===== config.mk =====
export PLATFORM = sky130hd
export DESIGN_NAME = step_pulse_gen
export DESIGN_NICKNAME = d
export VERILOG_FILES = /design/src/rtl/step_pulse_gen_pkg.sv /design/src/rtl/step_pulse_gen_interval_timer.sv /design/src/rtl/step_pulse_gen.sv
export SDC_FILE = /design/constraint.sdc
export NUM_CORES = 1
export LEC_CHECK = 0
export CAP_MARGIN = 0
export CORE_MARGIN = 3
export CORE_UTILIZATION = 30
export DETAILED_ROUTE_END_ITERATION = 8
export PLACE_DENSITY = 0.5
export RECOVER_POWER = 100
export SLEW_MARGIN = 40
export SYNTH_ARGS = -nofsm -noshare
export SYNTH_HDL_FRONTEND = slang
export SYNTH_SLANG_ARGS = --single-unit
export TNS_END_PERCENT = 30

===== constraint.sdc =====
create_clock -name clock -period 4.2 [get_ports clock]
set_clock_uncertainty 0.1 [all_clocks]
set_input_delay 0.42 -clock clock [delete_from_list [all_inputs] [get_ports clock]]
set_output_delay 0.42 -clock clock [all_outputs]
set_load 0.005 [all_outputs]

===== src/rtl/step_pulse_gen_pkg.sv =====
// Shared state encoding and sizing helpers for the manual step pulse path.
// Also consumed by the 7-segment display block.
package step_pulse_gen_pkg;

  typedef enum logic [1:0] {
    OCIOSO = 2'd0,
    ESPERA = 2'd1,
    REPETE = 2'd2,
    LIVRE  = 2'd3
  } estado_e;

  // Interval timer width: enough bits for the longest reload value.
  function automatic int timer_w(
    input int hold_c,
    input int rep_c,
    input int free_c
  );
    int m;
    m = hold_c;
    if (rep_c > m) m = rep_c;
    if (free_c > m) m = free_c;
    return $clog2(m);
  endfunction

endpackage


===== src/rtl/step_pulse_gen_interval_timer.sv =====
// Loadable down-counter shared by the hold, repeat and free-run intervals.
// Counts down to zero and parks there until reloaded.
module interval_timer
  import step_pulse_gen_pkg::*;
#(
  parameter int W = 8
) (
  input  logic         clock,
  input  logic         reset,
  input  logic         carga,
  input  logic [W-1:0] valor,
  output logic         zero
);

  logic [W-1:0] cont_q;
  logic [W-1:0] cont_d;

  // Reload wins over counting; stop at zero.
  always_comb begin
    cont_d = cont_q;
    if (carga) begin
      cont_d = valor;
    end else if (cont_q != '0) begin
      cont_d = cont_q - W'(1);
    end
  end

  // Count register.
  always_ff @(posedge clock) begin
    if (reset) begin
      cont_q <= '0;
    end else begin
      cont_q <= cont_d;
    end
  end

  assign zero = (cont_q == '0);

endmodule


===== src/rtl/step_pulse_gen.sv =====
// Manual-step pulse generator: press pulse, auto-repeat, free-run and step count.
// Drives the core clock-enable with single-cycle pulses.
module step_pulse_gen
  import step_pulse_gen_pkg::*;
#(
  parameter int HOLD_CYCLES   = 25_000_000,
  parameter int REPEAT_CYCLES = 5_000_000,
  parameter int FREE_CYCLES   = 1_000_000,
  parameter int CNT_W         = 16
) (
  input  logic             clock,
  input  logic             reset,
  input  logic             botao_db,
  input  logic             modo_livre,
  output logic             passo,
  output logic             repetindo,
  output logic [CNT_W-1:0] contagem
);

  localparam int TW = timer_w(HOLD_CYCLES, REPEAT_CYCLES, FREE_CYCLES);

  localparam logic [TW-1:0] HOLD_LD = TW'(HOLD_CYCLES - 1);
  localparam logic [TW-1:0] REP_LD  = TW'(REPEAT_CYCLES - 1);
  localparam logic [TW-1:0] FREE_LD = TW'(FREE_CYCLES - 1);

  estado_e          state_q;
  estado_e          state_d;
  logic             botao_ant_q;
  logic             passo_q;
  logic             rep_q;
  logic             rep_d;
  logic [CNT_W-1:0] cnt_q;
  logic [CNT_W-1:0] cnt_d;

  logic             borda;
  logic             pulso;
  logic             carga;
  logic [TW-1:0]    valor;
  logic             zero;

  interval_timer #(
    .W(TW)
  ) u_timer (
    .clock (clock),
    .reset (reset),
    .carga (carga),
    .valor (valor),
    .zero  (zero)
  );

  assign borda = botao_db & ~botao_ant_q;

  // Next state, timer reload and pulse request; free-run overrides the button.
  always_comb begin
    state_d = state_q;
    pulso   = 1'b0;
    carga   = 1'b0;
    valor   = '0;
    if (modo_livre) begin
      if (state_q != LIVRE) begin
        state_d = LIVRE;
        carga   = 1'b1;
        valor   = FREE_LD;
      end else if (zero) begin
        pulso = 1'b1;
        carga = 1'b1;
        valor = FREE_LD;
      end
    end else begin
      unique case (state_q)
        OCIOSO: begin
          if (borda) begin
            pulso   = 1'b1;
            carga   = 1'b1;
            valor   = HOLD_LD;
            state_d = ESPERA;
          end
        end
        ESPERA: begin
          if (!botao_db) begin
            state_d = OCIOSO;
          end else if (zero) begin
            pulso   = 1'b1;
            carga   = 1'b1;
            valor   = REP_LD;
            state_d = REPETE;
          end
        end
        REPETE: begin
          if (!botao_db) begin
            state_d = OCIOSO;
          end else if (zero) begin
            pulso = 1'b1;
            carga = 1'b1;
            valor = REP_LD;
          end
        end
        LIVRE: begin
          state_d = OCIOSO;
        end
      endcase
    end
  end

  // Registered output views of the next state and step count.
  always_comb begin
    rep_d = (state_d == REPETE) || (state_d == LIVRE);
    cnt_d = cnt_q + CNT_W'(pulso);
  end

  // State, edge history and registered outputs.
  always_ff @(posedge clock) begin
    if (reset) begin
      state_q     <= OCIOSO;
      botao_ant_q <= 1'b1;
      passo_q     <= 1'b0;
      rep_q       <= 1'b0;
      cnt_q       <= '0;
    end else begin
      state_q     <= state_d;
      botao_ant_q <= botao_db;
      passo_q     <= pulso;
      rep_q       <= rep_d;
      cnt_q       <= cnt_d;
    end
  end

  assign passo     = passo_q;
  assign repetindo = rep_q;
  assign contagem  = cnt_q;

endmodule


After elaboration in Yosys (flattened, before gate mapping)
Cells that the tools add are included.
{ "classes": {"addsub": 2, "n_eq_ne": 6, "muxes": 24, "n_bitwise": 2, "n_reduce_logical": 6} }
{ "ops": {"columns": ["op", "count"], "rows": [
  ["$mux W25", 4],
  ["$pmux W25 S2", 1],
  ["$mux W23", 2],
  ["$mux W20", 2],
  ["$logic_not A25 Y1", 1],
  ["$reduce_bool A25 Y1", 1],
  ["$sub A25 B1 Y25 const B", 1],
  ["$add A16 B1 Y16", 1],
  ["$mux W2", 6],
  ["$eq A2 B2 Y1 const B", 4],
  ["$pmux W2 S4", 1],
  ["$mux W1", 7],
  ["$eq A2 B1 Y1 const B", 1],
  ["$logic_not A2 Y1", 1],
  ["$ne A2 B2 Y1 const B", 1],
  ["$pmux W1 S2", 1],
  ["$reduce_bool A2 Y1", 1],
  ["$reduce_or A2 Y1", 1],
  ["$and A1 B1 Y1", 1],
  ["$logic_or A1 B1 Y1", 1],
  ["$not A1 Y1", 1]
]} }
{ "totals": {"register_bits": 46, "word_cells": 46} }

Longest topological paths before layout
{ "depth": {"word_depth": 7, "mapped_depth": 14, "depth_no_buf": 13} }

Modules after synthesis
From an unflattened synthesis, not the netlist that was laid out.
{ "hier_totals": {"hier_cells": 278, "hier_area_um2": 2441.1} }
{ "modules_own_cells": {"columns": ["module", "n_inst", "cells_each", "area_per_inst_um2", "seq_area_each_um2"], "rows": [
  ["interval_timer", 1, 155, 1350.0, 500.5],
  ["step_pulse_gen", 1, 123, 1091.0, 420.4]
]} }

Worst setup path after synthesis
Ideal clock, no wire load.
{ "synth_timing": {"path_kind": "register -> register", "from": "reg u_timer.cont_q[0]", "to": "reg cnt_q[14] (netlist: contagem[14])", "arrival_time_ns": 2.652, "t_required_ns": 3.972, "setup_slack_ns": 1.320, "path_stages_with_launch": 15, "n_path_buf": 1, "period_less_slack_ns": 2.880, "cell_sequence": "dfxtp_1 -> inv_1 -> ha_1 -> nor4b_1 -> and4_1 -> buf_4 -> nand3_1 -> o21ai_0 -> ha_1 -> ha_1 -> nand2_1 -> nor2_1 -> nand3_1 -> xor2_1 -> nor2_1"} }
{ "synth_via": {"elab_chain_cells": 6} }
{ "synth_rtl": {"columns": ["item", "line_no", "text"], "rows": [
  ["start: declaration", "step_pulse_gen_interval_timer.sv:15", "logic [W-1:0] cont_q;"],
  ["start signal: assignment", "step_pulse_gen_interval_timer.sv:33", "cont_q <= cont_d;"],
  ["$logic_not A25 Y1 *", "step_pulse_gen_interval_timer.sv:37", "assign zero = (cont_q == '0);"],
  ["$mux W1 *", "step_pulse_gen.sv:64, step_pulse_gen.sv:82, step_pulse_gen.sv:92", null],
  ["$mux W1", "step_pulse_gen.sv:80", "if (!botao_db) begin"],
  ["$pmux W1 S2", "step_pulse_gen.sv:70", "unique case (state_q)"],
  ["$mux W1 *", "step_pulse_gen.sv:59", "if (modo_livre) begin"],
  ["net pulso", "step_pulse_gen.sv:36", "logic pulso;"],
  ["$add A16 B1 Y16 *", "step_pulse_gen.sv:108", "cnt_d = cnt_q + CNT_W'(pulso);"],
  ["end signal: assignment", "step_pulse_gen.sv:124", "cnt_q <= cnt_d;"],
  ["end: declaration", "step_pulse_gen.sv:32", "logic [CNT_W-1:0] cnt_q;"]
]} }
Mark *: on every way through the listed nets, which the timed path passes. The rest lies on a longest branch.
A chain may end at the register's enable or synchronous reset.

Final worst setup path
Ends and elaborated chain as after synthesis.

==> qor.yml <==
status: "finished, violations left"
violations: "capacitance limit, slew limit"
ctsHoldBuffers: 0
layout_common_cells: "dfxtp_1, nor2_1, a21oi_1, nand2_1, dlygate4sd3_1"
preCtsSetupSlack_ns: 0.836
mostFrequentLayoutCell: "dfxtp_1"
final.period_utilization: 0.808
period_needed_ns: 3.39
dr.pass1.iters: 4
tritoncts: "done"
nNetsFinal: 301
ant_nets: 0
grt_pass1_vias: 1789
path_class: "reg -> reg"
start_kind: "flip-flop"
hold_violations: 0
synthTopCellsByArea: "dfxtp_1, xnor2_1, xor2_1"
grt_pass1_wl_mm: 8.45
hold_end: "u_timer.cont_q[15]$_SDFFE_PP0P_"
io_pins: 22
required_ns: 4.23
synth_edf_count: 0
max_clock_freq_mhz: 295
portBuffers: 21
cts_setup_buffers: 0
dpl.hpwl_mm: 3.64
slew_violations: 37
synth_nets: 281
initial_core_util: 0.315
drive_above_1_share: 0.0692
postSynthCellCount: 268
grt_util_met3: 0.0264
h-tree-depth: 2
cellPowerDensity_nw_per_um2: 331
setup_ws_ns: 0.808
die-width_um: 94.0
async_flop_share: 0
vias_per_cell: 4.80
crit_arrival_ns: 3.42
cts.sinks: 46
postSynthAreaPerCell_sq_um: 8.67
insertion_delay_ns: 0.30
yosysSeqAreaShare: 0.396
antenna_found_initial: 0
wl_mm: 4.97
ys_types: 44
via_count: 1863
synth_top_cell_area_share: 0.396
power_uw: 893
grt_use_met1: 0.167
synth_flop_cell: "dfxtp_1"
drt_iter0_drc: 64
ff2ff_setup_slack_ns: 0.81
cts_resized: 0
clk_pin_slew_ns: 0.09
setup_viol_count_final: 0
area_growth_pct: 16.1
core-area_sq_um: 7370
slew_headroom: -0.0280
tightestPinTransition_ns: 1.54
clk_path_buf_depth: 2
gp_congestion: 0.755
final_area_sq_um: 2700
hp-class: "reg -> reg"
dieArea_sq_um: 8840
die-height_um: 94.0
gr-usage-all-layers: 0.120
cp_max_fo: 9
hold_depth: 2
cts_made_buffers: 5
placed_cell_area_sq_um: 2620
drc: 0
vdd_ir_drop_max_v: 0.000186
grt.overflow.total: 0
rr_startpoint: "u_timer.cont_q[0]$_SDFFE_PP0P_"
p_leak_uw: 0.00105
diodes: 0
fin_setup_tns_ns: 0
syn_area_sq_um: 2320
rr_endpoint: "contagem[14]$_SDFF_PP0_"
clock-root-buffer: "clkbuf_8"
rows: 31
grt_max_degree: 37
end_kind: "flip-flop"
busiest_layer: "met2"
yosys_register_bits: 46
gr-usage-met2: 0.180
yosys.area.top_type: "dfxtp_1"
hold_start: "u_timer.cont_q[15]$_SDFFE_PP0P_"
maxCapViolCount: 1
reg2reg_depth: 13
drt-wirelength-per-cell_um: 12.8
rsz0062_at_grt: "false"
yosysWarnings: 0
worst max-delay path, stage by stage, from the launching register on:
cell,delay [ns]
dfxtp_1,0.33
inv_1,0.09
ha_1,0.24
nor4b_1,0.40
and4_1,0.37
nand3_1,0.27
o21ai_0,0.31
ha_1,0.22
ha_1,0.20
nand2_1,0.06
nor2_1,0.30
nand3_1,0.14
xor2_1,0.14
nor2_1,0.05
cells by family (layout without fill, tap and decap cells):
kind of cell / after synthesis / count (layout) / synth area share
AO/OA/AOI/OAI: 42 / 42 / 0.109
XOR/XNOR: 34 / 34 / 0.128
adder cells (fa/ha/maj): 9 / 9 / 0.0484
buffers and inverters: 14 / 35 / 0.0275
flip-flops: 46 / 46 / 0.396
AND/OR/NAND/NOR: 123 / 123 / 0.291
how the worst max path moves through the flow:
stage,start,endpoint,cells after the start
2_1_floorplan,u_timer.cont_q[0]$_SDFFE_PP0P_,contagem[14]$_SDFF_PP0_,14
3_3_place_gp,u_timer.cont_q[0]$_SDFFE_PP0P_,contagem[14]$_SDFF_PP0_,13
3_5_place_dp,u_timer.cont_q[0]$_SDFFE_PP0P_,contagem[14]$_SDFF_PP0_,13
4_1_cts,u_timer.cont_q[0]$_SDFFE_PP0P_,contagem[14]$_SDFF_PP0_,13
5_1_grt,u_timer.cont_q[0]$_SDFFE_PP0P_,contagem[14]$_SDFF_PP0_,13
6_report,u_timer.cont_q[0]$_SDFFE_PP0P_,contagem[14]$_SDFF_PP0_,13
power breakdown:
part | internal, uW | switching, uW | leakage [uW]
Sequential | 455 | 24.9 | 0.000376
Clock | 120 | 162 | 0.0000447
Combinational | 61.3 | 68.3 | 0.000627
per-layer routing:
| metal | share of wire | vias up |
|---|---|---|
| li1 | - | 967 |
| met1 | 0.49 | 864 |
| met2 | 0.46 | 27 |
| met3 | 0.036 | 5 |
| met4 | 0.013 | 0 |
| met5 | 0 | - |
synth_stat cells, types with 2 or more instances:
master,number
and2_1,2
o21ai_0,4
nor2_1,33
nand2_1,20
nor2b_1,5
a211oi_1,3
a21o_1,2
and4_1,2
or2_2,2
nor4b_1,3
or4_1,2
ha_1,9
inv_1,5
and3_1,5
xor2_1,17
or4_4,3
xnor2_1,17
nor3_1,11
dfxtp_1,46
nand3_1,13
clkbuf_1,7
a31oi_1,2
or3_1,4
a21oi_2,2
nor4_1,6
a21oi_1,22
nand4_1,4
layout make-up:
type | instances | area, sq um
Clock buffer | 5 | 68.8
Clock inverter | 3 | 25.0
Fill cell | 779 | 4670
Inverter | 5 | 18.8
Multi-Input combinational cell | 208 | 1330
Sequential cell | 46 | 921
Tap cell | 99 | 124
Timing Repair Buffer | 22 | 214
metrics by stage:
step,hold slack (ns),util,instances
5_1_grt,0.437,0.366,388
6_report,0.421,0.366,388
2_1_floorplan,0.374,-,268
4_1_cts,0.421,0.368,388
3_3_place_gp,0.401,0.356,380
3_5_place_dp,0.406,0.356,380
sequential cells by signal, summed over array words and instances, names as in the netlist:
register        flops
botao_ant_q         1
contagem           16
passo               1
repetindo           1
state_q             2
u_timer.cont_q     25
Power figures use the tool's default switching activity.
